--- config.mk ---
export PLATFORM = sky130hd
export DESIGN_NAME = message_composer
export DESIGN_NICKNAME = d
export VERILOG_FILES = /design/src/rtl/message_composer_pkg.sv /design/src/rtl/message_composer_line_editor.sv /design/src/rtl/message_composer.sv
export SDC_FILE = /design/constraint.sdc
export NUM_CORES = 2
export LEC_CHECK = 0
export CAP_MARGIN = 10
export CORE_AREA = 3 3 359 361
export DETAILED_ROUTE_END_ITERATION = 12
export DIE_AREA = 0 0 362 364
export PLACE_DENSITY = 0.46
export SLEW_MARGIN = 5
export SYNTH_ARGS = -nofsm -noshare
export SYNTH_HDL_FRONTEND = slang
export SYNTH_SLANG_ARGS = --single-unit
--- constraint.sdc ---
create_clock -name clock_65mhz -period 4.6 [get_ports clock_65mhz]
set_input_delay 0.92 -clock clock_65mhz [delete_from_list [all_inputs] [get_ports clock_65mhz]]
set_output_delay 0.92 -clock clock_65mhz [all_outputs]
set_load 0.005 [all_outputs]
--- src/rtl/message_composer_pkg.sv ---
// Shared constants, types and key decode for the message composer slice.
// Latency: n/a (package only).
// Backpressure: n/a (package only).
package message_composer_pkg;

  localparam int NCHAR  = 16;
  localparam int NLINES = 5;
  localparam int LINE_W = NCHAR * 8;
  localparam int HIST_W = NLINES * LINE_W;
  localparam int LEN_W  = 5;

  localparam logic [7:0] SPACE    = 8'h20;
  localparam logic [7:0] BKSP     = 8'h08;
  localparam logic [7:0] ENTER    = 8'h0D;
  localparam logic [7:0] ESC      = 8'h1B;
  localparam logic [7:0] PRINT_LO = 8'h20;
  localparam logic [7:0] PRINT_HI = 8'h7E;

  // A line packs character 0 (leftmost) into the most significant byte.
  typedef logic [LINE_W-1:0] line_t;

  // History packing: line i occupies [LINE_W*(i+1)-1 : LINE_W*i];
  // line 0 is the oldest, line NLINES-1 the newest.
  typedef logic [NLINES-1:0][LINE_W-1:0] hist_t;

  localparam line_t BLANK_LINE = {NCHAR{SPACE}};

  typedef enum logic [2:0] {
    KEY_NONE,
    KEY_PRINT,
    KEY_BKSP,
    KEY_ESC,
    KEY_ENTER
  } key_class_t;

  function automatic key_class_t classify(input logic [7:0] c);
    key_class_t k;
    k = KEY_NONE;
    if (c >= PRINT_LO && c <= PRINT_HI) k = KEY_PRINT;
    else if (c == BKSP)                 k = KEY_BKSP;
    else if (c == ESC)                  k = KEY_ESC;
    else if (c == ENTER)                k = KEY_ENTER;
    return k;
  endfunction

endpackage

--- src/rtl/message_composer_line_editor.sv ---
// Input line editor: decodes keystrokes into a 16-char line and its length.
// Latency: line/len update on the edge that samples char_valid; enter is combinational.
// Backpressure: none; one keystroke per cycle, clear (commit) overrides the keystroke.
module line_editor
  import message_composer_pkg::*;
(
  input  logic             clk,
  input  logic             rst_n,
  input  logic             char_valid,
  input  logic [7:0]       char_in,
  input  logic             clear,
  output line_t            line,
  output logic [LEN_W-1:0] len,
  output logic             enter
);

  // Ascending index so chars[0] lands in the leftmost (most significant) byte.
  logic [0:NCHAR-1][7:0] chars;
  key_class_t            kc;
  logic [3:0]            wr_idx;
  logic [3:0]            bk_idx;

  assign kc     = classify(char_in);
  assign enter  = char_valid && (kc == KEY_ENTER);
  assign wr_idx = len[3:0];
  assign bk_idx = len[3:0] - 4'd1;
  assign line   = chars;

  // Line buffer and length: commit clear wins, otherwise apply the keystroke.
  always_ff @(posedge clk or negedge rst_n) begin
    if (!rst_n) begin
      chars <= BLANK_LINE;
      len   <= '0;
    end else if (clear) begin
      chars <= BLANK_LINE;
      len   <= '0;
    end else if (char_valid) begin
      case (kc)
        KEY_PRINT: begin
          if (len < LEN_W'(NCHAR)) begin
            chars[wr_idx] <= char_in;
            len           <= len + LEN_W'(1);
          end
        end
        KEY_BKSP: begin
          if (len != '0) begin
            chars[bk_idx] <= SPACE;
            len           <= len - LEN_W'(1);
          end
        end
        KEY_ESC: begin
          chars <= BLANK_LINE;
          len   <= '0;
        end
        default: ;
      endcase
    end
  end

endmodule

--- src/rtl/message_composer.sv ---
// Line editor plus 5-line outgoing history and a valid/ready send port.
// Latency: all outputs registered; keystroke/commit visible 1 cycle after char_valid.
// Backpressure: Enter is ignored while a send is pending; editing continues meanwhile.
module message_composer
  import message_composer_pkg::*;
(
  input  logic              clock_65mhz,
  input  logic              reset_n,
  input  logic              char_valid,
  input  logic [7:0]        char_in,
  output logic [LINE_W-1:0] keyboard,
  output logic [HIST_W-1:0] messageout,
  output logic [LEN_W-1:0]  line_len,
  output logic              send_valid,
  output logic [LINE_W-1:0] send_data,
  input  logic              send_ready
);

  line_t cur_line;
  hist_t hist;
  logic  enter;
  logic  commit;

  // Commit only a non-empty line, and only when the previous send has drained
  // as of the registered send_valid (a same-cycle handshake does not help).
  assign commit = enter && (line_len != '0) && !send_valid;

  line_editor u_line_editor (
    .clk        (clock_65mhz),
    .rst_n      (reset_n),
    .char_valid (char_valid),
    .char_in    (char_in),
    .clear      (commit),
    .line       (cur_line),
    .len        (line_len),
    .enter      (enter)
  );

  assign keyboard   = cur_line;
  assign messageout = hist;

  // History shift register: newest line enters at the top slot, oldest falls out.
  always_ff @(posedge clock_65mhz or negedge reset_n) begin
    if (!reset_n) begin
      hist <= {NLINES{BLANK_LINE}};
    end else if (commit) begin
      hist <= {cur_line, hist[NLINES-1:1]};
    end
  end

  // Send handshake: hold data while valid, drop valid after an accepted beat.
  always_ff @(posedge clock_65mhz or negedge reset_n) begin
    if (!reset_n) begin
      send_valid <= 1'b0;
      send_data  <= BLANK_LINE;
    end else if (commit) begin
      send_valid <= 1'b1;
      send_data  <= cur_line;
    end else if (send_valid && send_ready) begin
      send_valid <= 1'b0;
    end
  end

endmodule

Word-level counts from Yosys, hierarchy flattened
Cells that the tools add are included.
- latch bits: 0
- memories kept: 0
- memory bits (read-only): 0
- input bits: 12
- word-level logic and storage cells: 81
- output and inout bits: 902
- memory bits (writable): 0
- register bits: 774
- order comparisons: 7
- add/sub/neg operators: 3
- mux-type cells: 21
- divide/modulo/power cells: 0
- shift operators: 0
- equal/unequal tests: 9
- reduce and logical (&&, ||, !) cells: 13
- multipliers: 0
- bitwise logic cells: 5
- operators with widths (cell ; number):
    $mux W128 ; 4
    $pmux W128 S3 ; 1
    $bwmux W128 ; 1
    $and A112 B112 Y112 ; 1
    $not A112 Y112 ; 1
    $demux W8 S4 ; 2
    $mux W5 ; 4
    $eq A8 B4 Y1 const B ; 2
    $mux W8 ; 2
    $or A16 B16 Y16 ; 1
    $pmux W5 S3 ; 1
    $mux W3 ; 4
    $ge A5 B5 Y1 const B ; 2
    $lt A5 B1 Y1 const B ; 2
    $not A4 Y5 ; 2
    $eq A8 B5 Y1 const B ; 1
    $ge A8 B6 Y1 const B ; 1
    $le A8 B7 Y1 const B ; 1
    $logic_and A1 B1 Y1 ; 7
    $eq A3 B2 Y1 const B ; 2
    $add A5 B1 Y5 const B ; 1
    $lt A5 B5 Y1 const B ; 1
    $reduce_bool A5 Y1 ; 1
    $sub A5 B1 Y5 const B ; 1
    other kinds (10) ; 12

Longest topological paths before layout
- depth in word-level cells: 12
- depth in mapped cells: 9
- mapped depth without buffers: 8

Hierarchy
A second synthesis with hierarchy kept.
- cells, all modules: 1988
- area total of the unflattened synthesis: 31483.9 µm²
- modules (own cells, without submodules) (module ; sequential area each (µm²) ; instances ; cells an instance ; area an instance (µm²)):
    message_composer ; 16140.5 ; 1 ; 1486 ; 25369.3
    line_editor ; 3348.2 ; 1 ; 502 ; 6114.6

Worst setup path after synthesis
Ideal clock, no wire load.
- kind: input port to flip-flop
- from: input char_in[2]
- to: register u_line_editor.len[4]
- stages: 8
- data arrival time: 2.585 ns
- data required time: 4.517 ns
- path slack: 1.933 ns
- setup time: 0.083 ns
- path buffers: 0
- path through: nor2_1 > and3_1 > ha_1 > a21o_1 > a21oi_1 > xnor2_1 > o211a_1 > o22ai_1
- longest elaborated chain between the ends: 11
- elaborated cells on any way between the ends: 25
- those cells by class: 2 x order compare; 9 x eq/ne; 7 x mux; 7 x reduce/logical
- ends and longest elaborated chain (element ; RTL line ; text):
    from (decl) ; message_composer.sv:10 ; input logic [7:0] char_in,
    $eq A8 B4 Y1 ; message_composer_pkg.sv:42 ; else if (c == ENTER) k = KEY_ENTER;
    $mux W3 ; message_composer_pkg.sv:42 ;
    $mux W3 ; message_composer_pkg.sv:41 ; else if (c == ESC) k = KEY_ESC;
    $mux W3 ; message_composer_pkg.sv:40 ; else if (c == BKSP) k = KEY_BKSP;
    $mux W3 * ; message_composer_pkg.sv:39 ; if (c >= PRINT_LO && c <= PRINT_HI) k = KEY_PRINT;
    $eq A3 B3 Y1 ; message_composer_line_editor.sv:24 ; assign enter = char_valid && (kc == KEY_ENTER);
    $logic_and A1 B1 Y1 ; message_composer_line_editor.sv:24 ;
    $logic_and A1 B1 Y1 (2 in series) ; message_composer.sv:26 ; assign commit = enter && (line_len != '0) && !send_valid;
    $ne A3 B2 Y1 (no source line), or another cell as far along ; n/a ;
    $reduce_and A4 Y1 (no source line) ; n/a ;
    to (signal assigned) ; message_composer_line_editor.sv:42 ; len <= len + LEN_W'(1);
    to (signal assigned) ; message_composer_line_editor.sv:48 ; len <= len - LEN_W'(1);
    to (decl) ; message_composer_line_editor.sv:13 ; output logic [LEN_W-1:0] len,
Mark *: on every way between the ends. The rest lies on a longest branch, timed or not. The select of a mux whose other input is x is not followed.
A chain may end at the register's enable or synchronous reset.

Worst setup path in the final report
- from: register u_line_editor.len[1]
- to: output line_len[1]
- RTL lines (element ; RTL line ; text):
    to (decl) ; message_composer.sv:13 ; output logic [LEN_W-1:0] line_len,
No word-level cell between the ends.

==> run metrics <==
Area Growth Syn to Fin=43.6%; share of flip-flops with an asynchronous set or reset=1.00; largest net degree at the start of global routing=between 100 and 150; RSZ-0062 raised after global routing=false; Tot GR Track Use=0.173; synthesized flop and latch total=around 770; area fraction of the dominant cell type after synthesis=0.551; Max Slew Vio Count=0; First DRT Iteration DRCs=between 900 and 1000; reg2reg setup slack=1.52 ns; Routed WL per cell=approximately 26 µm; Fin Setup TNS=0 ns; Post CTS Setup Buffer Count=0; # port buffers=913; clock slew at reported path FFs=~0.060 ns; reg-to-reg endpoint=messageout[448]; HP Class=primary input to async pin; Fin. Hold Viols=0; worst-path fanout max=13; Starting Density=0.245; Synth area leader=dfrtp_1; worst path setup slack after routing=1.41 ns; buffer and inverter count on the worst path=2; Max Clk Rate=0.313 GHz; Clock Latency Late Sink=0.67 ns; CTS hold repair buffers=0; Cell variety after synth=54; fin nets=2815; gpl congestion=0.805; Non-Filler Instances=4534; Via density=between 4 and 5; Num CTS Buffers=91; Slowest cell on crit path=clkdlybuf4s50_1; DRT Pass-1 Iters=5; Max Cap Viol=0; CP peak stage delay=about 0.74 ns; Final HPWL DP=90000 µm; status=finished, final reports clean; first-pass GRT wire length=165000 µm; synth top area cells=dfrtp_1 55%, mux2_2 24%, dfstp_2 8.2%; Mapped Cells=1981; fin crit period=around 3.2 ns; pwr dens=378 mW/mm²; share of layout cells above drive strength 1=0.339; grt total ovfl=0; Top Family by Delay on Critical Path=buffers and inverters; Final Setup Violations=0; most frequent cell after synthesis=dfrtp_1; Critical Path, Cell by Cell=buf_4 -> clkdlybuf4s50_1; CP required=3.68 ns; worst vdd ir=approximately 0.00028 V; FP Rows=130; placed cell count=around 4400; skew final=0.0518 ns; Post-synth EDFFs=0; Final Cycle Share=0.693; Longest Clk Path Bufs=3; Setup crit start kind=flip-flop; Crit. End Element=primary output; initial antenna violation count=18; pre-CTS WS=0.757 ns; utilization after layout=0.352; Static Leak=0.0201 µW; Die Width=~360 µm; worst r2r src=u_line_editor.len[3]; Ports=between 900 and 1000; Post-Syn Nets=~2000; Avg Inst Size Synth=between 15 and 20 µm²; Synth Flop Type=dfrtp_1; # resized after CTS=0; vias=19900; mapped cell area=0.0308 mm²; CTS HTree Levels=3; WS Path Type=flip-flop to primary output; die area=0.132 mm²; Rel. slew slack=0.275; # DRC=0; Worst EP arrival=2.27 ns; clk root buf=clkbuf_16; overall power=16700 µW; worst r2r path cells=5; Synth top cells by count=678 x dfrtp_1, 652 x mux2_2, 164 x buf_4, 96 x dfstp_2, 73 x a22o_1; CTS tree=yes; Die Y=~360 µm; Worst Tran Pin Value=1.08 ns; Core Footprint=0.126 mm²; # clock sinks=between 700 and 800; vias in the first global route=about 21000; wirelength, routed=117000 µm; ANT nets after route=0; Syn. warnings=0; Seq/Total Area, Yosys=0.633
-- logic make-up after synthesis --
family	Yosys count	share of synthesized area
flops	774	0.633
mux	656	0.240
buf+inv	239	0.0523
compound gates	171	0.0488
simple gates	133	0.0233
fa+ha+maj	5	0.00227
xor+xnor	3	0.000853
-- where the power goes --
group,total [µW],switching [µW],internal [µW]
sequential,7480,468,7010
clock,7810,2980,4820
combinational,1450,837,609
total,16700,4290,12400
-- through the flow --
stage / area [µm²] / hold WS [ns]
global route: 44200 / 0.322
CTS: 44200 / 0.308
global placement: 40900 / 0.489
floorplan: 30800 / 0.481
detailed placement: 40900 / 0.492
finish: 44200 / 0.325
-- registers in the layout, summed over array words and instances, names as in the netlist --
register and cells:
messageout 512, send_data 128, send_valid 1, u_line_editor.len 5
u_line_editor.line 128
-- area by class of cell --
type	count	area, µm²
fill	12200	81500
inverter	6	22.5
clock buffer	136	2670
timing repair buffer	957	9620
tap	1650	2060
clock inverter	36	617
multi-input combinational	968	9740
sequential	774	19500
antenna	7	17.5
-- worst max-delay path by stage --
stage	from	to	slack, ns	cells past startpoint
3_5_place_dp	char_in[4]	u_line_editor.line[16]	0.76	7
5_1_grt	u_line_editor.len[1]	line_len[1]	1.27	2
2_1_floorplan	char_in[2]	u_line_editor.len[4]	1.93	8
6_report	u_line_editor.len[1]	line_len[1]	1.41	2
3_3_place_gp	char_in[4]	u_line_editor.line[19]	0.83	7
4_1_cts	u_line_editor.len[1]	line_len[1]	1.31	2
-- cells in the final DEF (no fill, tap or decap), drive strengths merged, types with 7 or more instances in the layout --
master,n
o211ai,12
nor2,33
o2bb2ai,17
a22o,73
diode,7
dfrtp,678
and3,10
dfstp,96
nand3,14
bufinv,14
clkinv,22
and2,22
clkbuf,136
buf,45
o221ai,17
nand2,27
clkdlybuf4s50,912
o21ai,32
mux2,655
a32o,7
-- routing by layer --
layer  GRT usage  part of all wire  up-vias
li1            -                 -     8660
met1       0.214              0.41    10400
met2       0.295              0.50      713
met3      0.0536             0.074      130
met4      0.0407             0.020        0
met5           0                 0        -
Power figures use the tool's default switching activity.
